## config.mk

```make
export PLATFORM = sky130hd
export DESIGN_NAME = dmem_port_arbiter_flat
export DESIGN_NICKNAME = d
export VERILOG_FILES = /design/src/rtl/dmem_port_arbiter_if.sv /design/src/rtl/dmem_port_arbiter.sv /design/src/flat_wrapper.sv
export SDC_FILE = /design/constraint.sdc
export NUM_CORES = 1
export LEC_CHECK = 0
export BUFFER_PORTS_ARGS = -buffer_cell sky130_fd_sc_hd__buf_4
export CAP_MARGIN = 15
export CORE_AREA = 2 2 116 118
export CTS_BUF_LIST = sky130_fd_sc_hd__clkbuf_4 sky130_fd_sc_hd__clkbuf_8
export DETAILED_ROUTE_END_ITERATION = 10
export DIE_AREA = 0 0 118 120
export MAX_ROUTING_LAYER = met4
export PLACE_DENSITY = 0.46
export SLEW_MARGIN = 40
export SYNTH_ARGS = -nofsm -noshare
export SYNTH_HDL_FRONTEND = slang
export SYNTH_SLANG_ARGS = --single-unit
```

## constraint.sdc

```tcl
create_clock -name clk -period 4.5 [get_ports clk]
set_input_delay 0.225 -clock clk [delete_from_list [all_inputs] [get_ports clk]]
set_output_delay 0.225 -clock clk [all_outputs]
set_load 0.01 [all_outputs]
```

## src/rtl/dmem_port_arbiter_if.sv

```systemverilog
// Bundle of the core, debug and memory-side signals around the data-memory arbiter.
interface dmem_port_arbiter_if #(
  parameter int ADDR_WIDTH = 32,
  parameter int DATA_WIDTH = 32
);
  logic                  core_req_i;
  logic                  core_we_i;
  logic [ADDR_WIDTH-1:0] core_addr_i;
  logic [DATA_WIDTH-1:0] core_wdata_i;
  logic                  core_gnt_o;
  logic                  core_stall_o;
  logic                  core_rvalid_o;
  logic [DATA_WIDTH-1:0] core_rdata_o;

  logic                  dbg_req_i;
  logic                  dbg_we_i;
  logic [ADDR_WIDTH-1:0] dbg_addr_i;
  logic [DATA_WIDTH-1:0] dbg_wdata_i;
  logic                  dbg_gnt_o;
  logic                  dbg_rvalid_o;
  logic [DATA_WIDTH-1:0] dbg_rdata_o;

  logic [ADDR_WIDTH-1:0] mem_addr_o;
  logic [DATA_WIDTH-1:0] mem_wdata_o;
  logic                  mem_wen_o;
  logic [DATA_WIDTH-1:0] mem_rdata_i;

  modport slave (
    input  core_req_i, core_we_i, core_addr_i, core_wdata_i,
    output core_gnt_o, core_stall_o, core_rvalid_o, core_rdata_o,
    input  dbg_req_i, dbg_we_i, dbg_addr_i, dbg_wdata_i,
    output dbg_gnt_o, dbg_rvalid_o, dbg_rdata_o,
    output mem_addr_o, mem_wdata_o, mem_wen_o,
    input  mem_rdata_i
  );

  modport master (
    output core_req_i, core_we_i, core_addr_i, core_wdata_i,
    input  core_gnt_o, core_stall_o, core_rvalid_o, core_rdata_o,
    output dbg_req_i, dbg_we_i, dbg_addr_i, dbg_wdata_i,
    input  dbg_gnt_o, dbg_rvalid_o, dbg_rdata_o,
    input  mem_addr_o, mem_wdata_o, mem_wen_o,
    output mem_rdata_i
  );
endinterface

```

## src/rtl/dmem_port_arbiter.sv

```systemverilog
// Shares the single-port data memory between the core MEM stage and the debug port,
// with core priority, a starvation-forced debug grant and 1-cycle read data routing.
//
// state       | meaning
// CORE_PRIO   | core wins any contended cycle; dbg only when core is idle
// DBG_PRIO    | dbg starved MAX_WAIT cycles; wins the next access, then back to CORE_PRIO
// RESP_NONE   | no read in flight
// RESP_CORE   | core load granted last cycle; mem_rdata_i belongs to core
// RESP_DBG    | dbg load granted last cycle; mem_rdata_i belongs to dbg
module dmem_port_arbiter #(
  parameter int ADDR_WIDTH = 32,
  parameter int DATA_WIDTH = 32,
  parameter int MAX_WAIT   = 4
) (
  input logic              clk,
  input logic              rst,
  dmem_port_arbiter_if.slave bus
);

  typedef enum logic {CORE_PRIO, DBG_PRIO} arb_t;
  typedef enum logic [1:0] {RESP_NONE, RESP_CORE, RESP_DBG} resp_t;

  localparam logic [7:0] MAX_WAIT_C = 8'(MAX_WAIT);

  arb_t       arb_q, arb_d;
  resp_t      resp_q, resp_d;
  logic [7:0] wait_q, wait_d;
  logic       core_gnt, dbg_gnt;

  always_ff @(posedge clk or negedge rst) begin
    if (!rst) begin
      arb_q  <= CORE_PRIO;
      resp_q <= RESP_NONE;
      wait_q <= '0;
    end else begin
      arb_q  <= arb_d;
      resp_q <= resp_d;
      wait_q <= wait_d;
    end
  end

  always_comb begin
    core_gnt = 1'b0;
    dbg_gnt  = 1'b0;
    wait_d   = '0;
    arb_d    = arb_q;
    resp_d   = RESP_NONE;

    // Grants are held off entirely while reset is asserted.
    if (rst) begin
      if (arb_q == DBG_PRIO && bus.dbg_req_i)
        dbg_gnt = 1'b1;
      else if (bus.core_req_i)
        core_gnt = 1'b1;
      else if (bus.dbg_req_i)
        dbg_gnt = 1'b1;
    end

    if (bus.dbg_req_i && !dbg_gnt)
      wait_d = (wait_q >= MAX_WAIT_C) ? wait_q : wait_q + 8'd1;

    case (arb_q)
      CORE_PRIO: if (wait_d == MAX_WAIT_C) arb_d = DBG_PRIO;
      DBG_PRIO:  arb_d = CORE_PRIO;  // one forced access, or dbg withdrew
      default:   arb_d = CORE_PRIO;
    endcase

    if (core_gnt && !bus.core_we_i)
      resp_d = RESP_CORE;
    else if (dbg_gnt && !bus.dbg_we_i)
      resp_d = RESP_DBG;
  end

  assign bus.core_gnt_o   = core_gnt;
  assign bus.dbg_gnt_o    = dbg_gnt;
  assign bus.core_stall_o = rst && bus.core_req_i && !core_gnt;

  assign bus.mem_addr_o  = dbg_gnt ? bus.dbg_addr_i  : bus.core_addr_i;
  assign bus.mem_wdata_o = dbg_gnt ? bus.dbg_wdata_i : bus.core_wdata_i;
  assign bus.mem_wen_o   = (core_gnt && bus.core_we_i) || (dbg_gnt && bus.dbg_we_i);

  assign bus.core_rvalid_o = (resp_q == RESP_CORE);
  assign bus.dbg_rvalid_o  = (resp_q == RESP_DBG);
  assign bus.core_rdata_o  = (resp_q == RESP_CORE) ? bus.mem_rdata_i : '0;
  assign bus.dbg_rdata_o   = (resp_q == RESP_DBG)  ? bus.mem_rdata_i : '0;

endmodule
```

## src/flat_wrapper.sv

```systemverilog
// flat-port wrapper written by rule: the top's interface ports become plain ports
module dmem_port_arbiter_flat 
#(
  parameter int ADDR_WIDTH = 32,
  parameter int DATA_WIDTH = 32,
  parameter int MAX_WAIT   = 4
)
  (clk, rst, bus_core_req_i, bus_core_we_i, bus_core_addr_i, bus_core_wdata_i, bus_core_gnt_o, bus_core_stall_o, bus_core_rvalid_o, bus_core_rdata_o, bus_dbg_req_i, bus_dbg_we_i, bus_dbg_addr_i, bus_dbg_wdata_i, bus_dbg_gnt_o, bus_dbg_rvalid_o, bus_dbg_rdata_o, bus_mem_addr_o, bus_mem_wdata_o, bus_mem_wen_o, bus_mem_rdata_i);
  dmem_port_arbiter_if #(.ADDR_WIDTH(ADDR_WIDTH), .DATA_WIDTH(DATA_WIDTH)) bus_i ();
  input logic clk;
  input logic rst;
  input wire logic [$bits(bus_i.core_req_i)-1:0] bus_core_req_i;
  input wire logic [$bits(bus_i.core_we_i)-1:0] bus_core_we_i;
  input wire logic [$bits(bus_i.core_addr_i)-1:0] bus_core_addr_i;
  input wire logic [$bits(bus_i.core_wdata_i)-1:0] bus_core_wdata_i;
  output wire logic [$bits(bus_i.core_gnt_o)-1:0] bus_core_gnt_o;
  output wire logic [$bits(bus_i.core_stall_o)-1:0] bus_core_stall_o;
  output wire logic [$bits(bus_i.core_rvalid_o)-1:0] bus_core_rvalid_o;
  output wire logic [$bits(bus_i.core_rdata_o)-1:0] bus_core_rdata_o;
  input wire logic [$bits(bus_i.dbg_req_i)-1:0] bus_dbg_req_i;
  input wire logic [$bits(bus_i.dbg_we_i)-1:0] bus_dbg_we_i;
  input wire logic [$bits(bus_i.dbg_addr_i)-1:0] bus_dbg_addr_i;
  input wire logic [$bits(bus_i.dbg_wdata_i)-1:0] bus_dbg_wdata_i;
  output wire logic [$bits(bus_i.dbg_gnt_o)-1:0] bus_dbg_gnt_o;
  output wire logic [$bits(bus_i.dbg_rvalid_o)-1:0] bus_dbg_rvalid_o;
  output wire logic [$bits(bus_i.dbg_rdata_o)-1:0] bus_dbg_rdata_o;
  output wire logic [$bits(bus_i.mem_addr_o)-1:0] bus_mem_addr_o;
  output wire logic [$bits(bus_i.mem_wdata_o)-1:0] bus_mem_wdata_o;
  output wire logic [$bits(bus_i.mem_wen_o)-1:0] bus_mem_wen_o;
  input wire logic [$bits(bus_i.mem_rdata_i)-1:0] bus_mem_rdata_i;
  assign bus_i.core_req_i = bus_core_req_i;
  assign bus_i.core_we_i = bus_core_we_i;
  assign bus_i.core_addr_i = bus_core_addr_i;
  assign bus_i.core_wdata_i = bus_core_wdata_i;
  assign bus_core_gnt_o = bus_i.core_gnt_o;
  assign bus_core_stall_o = bus_i.core_stall_o;
  assign bus_core_rvalid_o = bus_i.core_rvalid_o;
  assign bus_core_rdata_o = bus_i.core_rdata_o;
  assign bus_i.dbg_req_i = bus_dbg_req_i;
  assign bus_i.dbg_we_i = bus_dbg_we_i;
  assign bus_i.dbg_addr_i = bus_dbg_addr_i;
  assign bus_i.dbg_wdata_i = bus_dbg_wdata_i;
  assign bus_dbg_gnt_o = bus_i.dbg_gnt_o;
  assign bus_dbg_rvalid_o = bus_i.dbg_rvalid_o;
  assign bus_dbg_rdata_o = bus_i.dbg_rdata_o;
  assign bus_mem_addr_o = bus_i.mem_addr_o;
  assign bus_mem_wdata_o = bus_i.mem_wdata_o;
  assign bus_mem_wen_o = bus_i.mem_wen_o;
  assign bus_i.mem_rdata_i = bus_mem_rdata_i;
  dmem_port_arbiter #(.ADDR_WIDTH(ADDR_WIDTH), .DATA_WIDTH(DATA_WIDTH), .MAX_WAIT(MAX_WAIT)) u_core (.clk(clk), .rst(rst), .bus(bus_i));
endmodule
```

# Yosys cells after proc, flatten, opt, wreduce, memory -nomap -nowiden
# Index checks and enable logic that the tools add are counted.
dict set report classes {
  n_mux 17
  n_lt_le_gt_ge 1
  n_eq_ne 3
  add_sub_neg 1
  reduce_logical 13
  n_bitwise 1
}
# cell count
set ops {}
lappend ops {{32-bit two-way mux} 4}
lappend ops {{8-bit two-way mux} 2}
lappend ops {{8-bit by 1-bit adder with 8-bit output, second input constant} 1}
lappend ops {{8-bit by 3-bit equality test with 1-bit output, second input constant} 1}
lappend ops {{8-bit by 3-bit >= comparator with 1-bit output, second input constant} 1}
lappend ops {{1-bit logical AND} 8}
lappend ops {{1-bit two-way mux} 8}
lappend ops {{1-bit zero test} 4}
lappend ops {{2-bit two-way mux} 2}
lappend ops {{2-bit by 1-bit equality test with 1-bit output, second input constant} 1}
lappend ops {{2-bit equality test, second input constant} 1}
lappend ops {{1-bit case mux with 2 select lines} 1}
lappend ops {{1-bit logical OR} 1}
lappend ops {{1-bit NOT} 1}
dict set report word_totals {
  ff_bits 11
  word_cells 39
  in_bits 166
  output_inout_bits 134
}

# Logic depth before layout (Yosys ltp)
# Gate-level depths: netlist (run 1).
dict set report logic_depth {
  depth_word 10
  mapped_depth 6
  depth_no_buf 5
}

# Least setup slack after synthesis (run 1)
# Ideal clock, no wire load.
dict set report synth_path {
  path_type {flip-flop to output port}
  start {reg u_core.arb_q}
  end {out bus_mem_addr_o[10]}
  t_arrival_ns 1.385
  t_required_ns 4.275
  path_slack_ns 2.890
  path_stages_with_launch 7
  n_path_buf 3
  cell_sequence {dfrtp_1 -> nand2b_4 -> and3_4 -> buf_6 -> buf_6 -> buf_6 -> mux2_4}
}
dict set report synth_via {
  elab_chain_cells 4
}
# item line_no
set synth_lines {}
lappend synth_lines {{start: declaration} dmem_port_arbiter.sv:25} ;# arb_t arb_q, arb_d;
lappend synth_lines {{start signal: assignment} dmem_port_arbiter.sv:36} ;# arb_q <= arb_d;
lappend synth_lines {{1-bit logical AND} dmem_port_arbiter.sv:51} ;# if (arb_q == DBG_PRIO && bus.dbg_req_i)
lappend synth_lines {{1-bit two-way mux} dmem_port_arbiter.sv:51}
lappend synth_lines {{1-bit two-way mux} dmem_port_arbiter.sv:50} ;# if (rst) begin
lappend synth_lines {{32-bit two-way mux} dmem_port_arbiter.sv:78} ;# assign bus.mem_addr_o = dbg_gnt ? bus.dbg_addr_i : bus.core_addr_i;
lappend synth_lines {{end: declaration} flat_wrapper.sv:27} ;# output wire logic [$bits(bus_i.mem_addr_o)-1:0] bus_mem_addr_o;
# No other way between the ends.

# Final worst setup path (run 1)
dict set report layout_path {
  start {in rst}
  end {out bus_mem_wdata_o[31]}
}
dict set report layout_via {
  elab_chain_cells 2
}
# item line_no
set layout_lines {}
lappend layout_lines {{start: declaration} flat_wrapper.sv:11} ;# input logic rst;
lappend layout_lines {{1-bit two-way mux} dmem_port_arbiter.sv:50}
lappend layout_lines {{32-bit two-way mux} dmem_port_arbiter.sv:79} ;# assign bus.mem_wdata_o = dbg_gnt ? bus.dbg_wdata_i : bus.core_wdata_i;
lappend layout_lines {{end: declaration} flat_wrapper.sv:28} ;# output wire logic [$bits(bus_i.mem_wdata_o)-1:0] bus_mem_wdata_o;
# No other way between the ends.

==> flow_summary.yaml, run 1 <==
status:
  outcome: "complete, no violations"
cts:
  cts_resized: 0
  htreeDepth: 1
  numCtsBuffers: 3
  cts_root_buf: "clkbuf_8"
  cts_tree: "yes"
  clock_latency_ps: 230
  cts_setup_buffers: 0
  cts.clk_slew.worst_paths_ps: 50
  cts_sinks: 11
  max-clock-path-buffers: 2
  cts_hold_buf: 1
power_and_ir_drop:
  internal_power_w: 0.000386
  seqPwrFrac: 0.194
  ir_drop_uv: 72.6
  powerDensity_nw_per_um2: 125
  p_sw_w: 0.000152
  power_frac_clock: 0.192
  p_total_w: 0.000537
  power_frac_comb: 0.614
  swShare: 0.282
  power.leakage_nw: 2.30
synthesis:
  ys_seq_area_frac: 0.150
  synth_top_flop_cell: "dfrtp_1"
  ys_ff_latch: 11
  yosys_warnings: 0
  synth_edf_count: 0
  syn_avg_cell_area_um2: 9.69
  async_flop_share: 1.00
  synth_nets: 357
  synth.distinct_cells: 27
  synth_area_um2: 1830
  netlist_instances: 189
global_routing:
  grt_pass1_vias: 2498
  grt_remaining_overflow: 0
  grtUsageTotal: 0.116
  grt_pass1_wl_um: 12800
  grt_antenna_before_repair: 0
  grt_max_degree: 42
critical_path:
  cp_slowest_cell: "and3_4"
  startpoint: "rst"
  crit_end: "bus_mem_wdata_o[31]"
  path_class: "in2out"
  path_cells: "dlygate4sd3_1 > buf_4 > and3_4 > buf_12 > mux2_2 > buf_4"
  critical_path_arrival_ps: 2400
  r2r_start: "u_core.wait_q[0]$_DFF_PN0_"
  crit_family: "buffers and inverters"
  cp-start-kind: "primary input"
  r2r-end: "u_core.arb_q$_DFF_PN0_"
  critPathBufInv: 4
  required_ps: 4280
  crit_path_max_incr_delay_ps: 550
  rr_worst_depth: 5
  crit_path_max_fanout: 41
  path_depth: 6
  critPathMostFrequentCell: "buf_4"
  crit_path_end_kind: "output pin"
  r2r_setup_slack_ps: 3000
finish:
  drive_above_1_share: 0.779
  final_cell_mix: "buf_4 (299), and2_1 (64), mux2_2 (37), mux2_4 (27), dfrtp_1 (11)"
  n_antenna_cell: 0
  mostFrequentLayoutCell: "buf_4"
  nNetsFinal: 649
  syn2layout_area_growth_pct: 135
  stdcell_area_um2: 4300
route:
  totalWireLength_um: 8930
  drtIter0Drc: 64
  vias: 2513
  drc: 0
  firstDrtPassIters: 4
  antenna_left: 0
  vias_per_cell: 3.83
  wl_per_cell_um: 13.6
floorplanning:
  num_io_pins: 300
  core_area_um2: 13000
  dieArea_um2: 14200
  row_count: 42
  initial_core_util: 0.141
  die_h_um: 120
  die_x_um: 118
sta:
  setup_slack_ps: 1870
  finalHoldViolations: 0
  timing.fmax_mhz: 381
  worst_pin_slew_ps: 567
  fin_setup_tns_ps: 0
  rsz0062_at_grt: "no"
  setup_viol: 0
  post-route-period-util: 0.583
  timing.hold.ws_ps: 157
  finalMaxSlewViolations: 0
  max_slew_margin: 0.621
  fin_worst_skew_ps: 2.45
  fin_crit_ps: 2630
placement:
  dp_hpwl_um: 7900
  gp_congestion: 0.795
  portBuffers: 299
  dp_slack_ps: 2360
  placed_area_um2: 4240
hold_path:
  hold_path.class: "in2reg"
run:
  maxCapViolCount: 0
## stage by stage
stage | utilization | instances
after global placement | 0.324 | 650
final | 0.332 | 656
after floorplan | - | 189
after global routing | 0.332 | 656
after CTS | 0.331 | 656
after detailed placement | 0.326 | 651
## cell usage after synthesis (all sizes together), types with 2 or more instances
cell type / count / share of area
a21o: 2 / 0.0082
a21oi: 3 / 0.0082
nor2: 3 / 0.0061
and3: 5 / 0.020
dfrtp: 11 / 0.15
nand2: 2 / 0.0041
ha: 2 / 0.014
clkbuf: 6 / 0.012
nand3: 2 / 0.0055
and2: 64 / 0.22
nor2b: 4 / 0.014
inv: 3 / 0.0061
mux2: 64 / 0.45
buf: 8 / 0.039
## logic make-up after synthesis
kind of cell / Yosys count / synth area share
adder cells (fa/ha/maj): 2 / 0.0137
AND/OR/NAND/NOR: 86 / 0.296
multiplexers: 64 / 0.449
buffers and inverters: 17 / 0.0574
AO/OA/AOI/OAI: 9 / 0.0342
flip-flops: 11 / 0.150
## worst min path at each step
stage | slack [ps] | from | end | cells after the start
6_report | 160 | bus_core_we_i | u_core.resp_q[0]$_DFF_PN0_ | 2
5_1_grt | 150 | bus_core_we_i | u_core.resp_q[0]$_DFF_PN0_ | 2
4_1_cts | 150 | bus_core_we_i | u_core.resp_q[0]$_DFF_PN0_ | 2
3_5_place_dp | 90 | rst | u_core.wait_q[3]$_DFF_PN0_ | 1
3_3_place_gp | 80 | rst | u_core.wait_q[3]$_DFF_PN0_ | 1
2_1_floorplan | -70 | rst | u_core.arb_q$_DFF_PN0_ | 0
## registers in the layout, indices dropped and copies added, names as in the netlist
name / flops
u_core.arb_q: 1
u_core.resp_q: 2
u_core.wait_q: 8
## layout make-up
class,instances,area [um^2]
clock buffer,4,48.8
fill,1329,8680
inverter,3,11.3
multi-input combinational,161,1470
sequential,11,275
tap,176,220
timing repair buffer,301,2270
## per-layer routing
layer / vias up / routed length [um] / GRT usage
li1: 1222 / - / -
met1: 1112 / 3390 / 0.133
met2: 175 / 4690 / 0.214
met3: 4 / 798 / 0.0247
met4: 0 / 49 / 0.0113
met5: - / 0 / -
## power by group through the flow
| stage | clock network [W] | registers (W) | logic (W) |
|---|---|---|---|
| after floorplan | 0 | 0.000105 | 0.000124 |
| after global placement | 0 | 0.000105 | 0.000330 |
| after detailed placement | 0 | 0.000106 | 0.000333 |
| after CTS | 0.000106 | 0.000104 | 0.000334 |
| after global routing | 0.000113 | 0.000104 | 0.000353 |
| final | 0.000103 | 0.000104 | 0.000330 |
No activity file was read; power rests on OpenSTA's default activity.
==> run 2: changes to the inputs <==
Settings changed: PLACE_DENSITY 0.46 to 0.47.
Clock period 4.5 ns to 2.4 ns, I/O delays scaled along.
==> run 2 against run 1 <==
Global-route usage grew 0.40 points. Sequential share of layout area is essentially flat. Worst hold slack lost 120 ps. Utilization grew 0.22 points. Critical path depth is the same.
==> flow_summary.yaml, run 2 (synthesis results as in run 1) <==
cts:
  cts_setup_buffers: 0
  numCtsBuffers: 3
  cts_resized: 0
  htreeDepth: 1
  clock_latency_ps: 230
  cts_sinks: 11
  cts_root_buf: "clkbuf_8"
  cts_tree: "yes"
  cts.clk_slew.worst_paths_ps: 50
  max-clock-path-buffers: 2
route:
  met1_length_um: 3260
  totalWireLength_um: 9160
  highest_layer: "met4"
  vias: 2544
  wl_per_cell_um: 13.9
  vias_per_cell: 3.85
  firstDrtPassIters: 4
  drtIter0Drc: 46
  dr_wl_met2_um: 4980
  drc: 0
  wl_met3_um: 913
  antenna_left: 0
status:
  outcome: "complete, no violations"
sta:
  fin_worst_skew_ps: 3.36
  rsz0062_at_grt: "no"
  timing.hold.ws_ps: 38.6
  post-route-period-util: 0.914
  finalMaxSlewViolations: 0
  worst_pin_slew_ps: 319
  setup_viol: 0
  max_slew_margin: 0.787
  fin_crit_ps: 2190
  fin_setup_tns_ps: 0
  finalHoldViolations: 0
  timing.fmax_mhz: 456
critical_path:
  crit_path_end_kind: "output pin"
  critPathMostFrequentCell: "buf_4"
  critPathBufInv: 4
  crit_family: "buffers and inverters"
  cp-start-kind: "primary input"
  critical_path_arrival_ps: 2070
  cp_slowest_cell: "dlygate4sd3_1"
  crit_path_max_fanout: 21
  path_cells: "dlygate4sd3_1 > buf_4 > and3_4 > buf_12 > mux2_2 > buf_4"
  required_ps: 2280
  path_class: "in2out"
  crit_path_max_incr_delay_ps: 530
finish:
  top_register: "u_core.wait_q"
  n_antenna_cell: 0
  syn2layout_area_growth_pct: 136
  final_cell_mix: "buf_4 (303), and2_1 (64), mux2_2 (37), mux2_4 (27), dfrtp_1 (11)"
  largest_register_ffs: 8
  nNetsFinal: 654
  mostFrequentLayoutCell: "buf_4"
  reg.largest.list: "u_core.wait_q (8), u_core.resp_q (2), u_core.arb_q (1)"
  drive_above_1_share: 0.775
floorplanning:
  core_area_um2: 13000
  die_x_um: 118
  initial_core_util: 0.141
  dieArea_um2: 14200
  num_io_pins: 300
  die_h_um: 120
  row_count: 42
power_and_ir_drop:
  powerDensity_nw_per_um2: 234
  swShare: 0.283
  p_sw_w: 0.000287
  power_frac_clock: 0.189
  ir_drop_uv: 176
  power_frac_comb: 0.619
  internal_power_w: 0.000727
  power.leakage_nw: 2.32
  seqPwrFrac: 0.192
placement:
  portBuffers: 299
  dp_hpwl_um: 8160
  gp_congestion: 0.800
global_routing:
  grt_pass1_wl_um: 13300
  grt_max_degree: 34
  grt_pass1_vias: 2552
  grt_remaining_overflow: 0
  grtUsageTotal: 0.120
  grt_antenna_before_repair: 0
run:
  maxCapViolCount: 0
hold_path:
  hold_path.class: "in2reg"
-- run 2: through the flow --
stage	worst slack, ps	cell area, um^2	total power, W	util	instances
global route	77.9	4330	0.00108	0.334	661
detailed placement	598	4270	0.000830	0.329	656
floorplan	895	1830	0.000428	-	189
finish	207	4330	0.00101	0.334	661
CTS	178	4330	0.00103	0.334	661
global placement	621	4270	0.000825	0.329	656
-- run 2: path summary, 6_finish.rpt --
| path | end | startpoint | slack [ps] | cells after the start |
|---|---|---|---|---|
| min | u_core.resp_q[0]$_DFF_PN0_ | bus_core_we_i | 40 | 2 |
| max | bus_mem_wdata_o[31] | rst | 210 | 6 |
| min in group asynchronous | u_core.wait_q[4]$_DFF_PN0_ | rst | 280 | 2 |
| min reg2reg | u_core.arb_q$_DFF_PN0_ | u_core.arb_q$_DFF_PN0_ | 480 | 1 |
| max in group asynchronous | u_core.wait_q[5]$_DFF_PN0_ | rst | 1950 | 2 |
| max reg2reg | u_core.arb_q$_DFF_PN0_ | u_core.wait_q[0]$_DFF_PN0_ | 1060 | 5 |
-- run 2: power by group through the flow --
stage | registers [W] | logic, W | clock network, W
5_1_grt | 0.000195 | 0.000669 | 0.000212
4_1_cts | 0.000194 | 0.000636 | 0.000198
6_report | 0.000194 | 0.000628 | 0.000192
3_5_place_dp | 0.000197 | 0.000632 | 0
2_1_floorplan | 0.000196 | 0.000232 | 0
3_3_place_gp | 0.000197 | 0.000628 | 0
-- run 2: what timing repair did --
action,4_1_cts,5_1_grt
hold endpoints to repair,11,0
hold buffers,1,0
setup endpoints to repair,0,0
-- run 2: final cells by class --
type                    count  area, um^2
multi-input cells         161        1450
repair buffers            306        2320
inverters                   3        11.3
fillers                  1344        8650
flip-flops and latches     11         275
well taps                 176         220
clock buffers               4        48.8
-- run 2: routing by layer --
metal / GRT usage / up-vias
met1: 0.125 / 1136
met3: 0.0371 / 2
met2: 0.230 / 171
met4: 0.00753 / 0
met5: - / -
li1: - / 1235
==> run 3: changes to the inputs <==
Settings changed: CORE_AREA 2 2 116 118 to 2 2 117 119, DIE_AREA 0 0 118 120 to 0 0 119 121, PLACE_DENSITY 0.47 to 0.45.
Clock period 2.4 ns to 2.5 ns, I/O delays scaled along.
==> run 3 against run 2 <==
Global-route usage decreased by 1.1 points. Routed wire length is 4.7% lower. Combinational power fell by 5.4%. Power is 6.0% lower. Critical path type unchanged. Critical endpoint is now bus_mem_wdata_o[0].
==> flow_summary.yaml, run 3 (synthesis results as in run 1) <==
cts:
  cts_sinks: 11
  cts.clk_slew.worst_paths_ps: 50
  cts_setup_buffers: 0
  cts_resized: 0
  numCtsBuffers: 3
  max-clock-path-buffers: 2
  cts_root_buf: "clkbuf_8"
  cts_hold_buf: 1
  clock_latency_ps: 240
  htreeDepth: 1
  cts_tree: "yes"
finish:
  mostFrequentLayoutCell: "buf_4"
  reg.largest.list: "u_core.wait_q (8), u_core.resp_q (2), u_core.arb_q (1)"
  top_register: "u_core.wait_q"
  n_antenna_cell: 0
  final_cell_mix: "buf_4 (302), and2_1 (64), mux2_2 (37), mux2_4 (27), dfrtp_1 (11)"
  largest_register_ffs: 8
  stdcell_area_um2: 4320
  syn2layout_area_growth_pct: 136
  nNetsFinal: 653
  drive_above_1_share: 0.775
  fillers: 1382
sta:
  setup_viol: 0
  timing.hold.ws_ps: 54.6
  worst_pin_slew_ps: 299
  rsz0062_at_grt: "no"
  fin_worst_skew_ps: 6.00
  fin_setup_tns_ps: 0
  finalHoldViolations: 0
  max_slew_margin: 0.801
  post-route-period-util: 0.878
  timing.fmax_mhz: 456
  setup_slack_ps: 306
  finalMaxSlewViolations: 0
  fin_crit_ps: 2190
route:
  vias_per_cell: 3.81
  wl_per_cell_um: 13.2
  totalWireLength_um: 8730
  firstDrtPassIters: 4
  drtIter0Drc: 33
  antenna_left: 0
  vias: 2517
  drc: 0
critical_path:
  critPathMostFrequentCell: "buf_4"
  r2r_start: "u_core.wait_q[0]$_DFF_PN0_"
  crit_path_end_kind: "output pin"
  cp-start-kind: "primary input"
  startpoint: "rst"
  crit_path_max_fanout: 27
  required_ps: 2380
  crit_path_max_incr_delay_ps: 520
  critical_path_arrival_ps: 2070
  path_cells: "dlygate4sd3_1 > buf_4 > and3_4 > buf_12 > mux2_2 > buf_4"
  path_class: "in2out"
  cp_slowest_cell: "dlygate4sd3_1"
floorplanning:
  row_count: 42
  die_h_um: 121
  core_area_um2: 13100
  num_io_pins: 300
  initial_core_util: 0.140
  die_x_um: 119
  dieArea_um2: 14400
global_routing:
  grt_remaining_overflow: 0
  grt_pass1_vias: 2536
  grtUsageTotal: 0.109
  grt_max_degree: 34
  grt_pass1_wl_um: 12400
  grt_antenna_before_repair: 0
hold_path:
  hold_path.class: "in2reg"
  worstHoldStart: "bus_dbg_we_i"
power_and_ir_drop:
  powerDensity_nw_per_um2: 220
  ir_drop_uv: 122
  power.leakage_nw: 2.31
placement:
  placed_area_um2: 4270
  gp_congestion: 0.725
  dp_slack_ps: 688
  dp_hpwl_um: 7780
  portBuffers: 299
status:
  outcome: "complete, no violations"
run:
  maxCapViolCount: 0
run 3: changes by cell type in the layout (fill, tap and decap cells not counted):
| cell | before | now |
|---|---|---|
| clkinv_2 | 0 | 1 |
| clkbuf_4 | 1 | 0 |
| buf_4 | 303 | 302 |
run 3: layer usage:
metal	vias up	wire length, um	GRT usage	part of all wire
met5	-	0	-	0
met4	0	19	0.00893	0.0022
met2	178	4960	0.224	0.57
met1	1106	2910	0.111	0.33
met3	2	835	0.0193	0.096
li1	1231	-	-	-
run 3: where the power goes:
part           switching (W)  leakage [nW]  internal, W  total [W]
clock              0.0000631        0.0255     0.000109   0.000172
sequential        0.00000363         0.151     0.000183   0.000187
combinational       0.000203          2.14     0.000391   0.000594
total               0.000269          2.31     0.000683   0.000952
run 3: critical path, delay by kind of cell:
kind,cells,cell delay [ps]
mux,1,360
buf+inv,4,1140
simple gates,1,410
run 3: worst paths after layout:
kind                                              end  slack [ps]  cells after the start
setup / recovery                   bus_mem_wdata_o[0]         310                      6
hold / removal             u_core.resp_q[1]$_DFF_PN0_          50                      2
setup reg to reg               u_core.arb_q$_DFF_PN0_        1120                      5
hold reg to reg                u_core.arb_q$_DFF_PN0_         480                      1
max in group asynchronous  u_core.wait_q[2]$_DFF_PN0_        2050                      2
min in group asynchronous  u_core.wait_q[5]$_DFF_PN0_         270                      2
run 3: layout make-up:
cell class | count | area [um^2] | area share
clock inverters | 1 | 5.00 | 0.00116
inverters | 3 | 11.3 | 0.00261
multi-input cells | 161 | 1450 | 0.336
well taps | 176 | 220 | 0.0510
flip-flops and latches | 11 | 275 | 0.0637
clock buffers | 3 | 41.3 | 0.00955
repair buffers | 305 | 2320 | 0.536
run 3: per-stage QoR:
stage	power (W)	utilization	instances
after floorplan	0.000411	-	189
after global placement	0.000788	0.326	655
after detailed placement	0.000790	0.326	655
after CTS	0.000972	0.330	660
after global routing	0.00101	0.330	660
final	0.000952	0.330	660
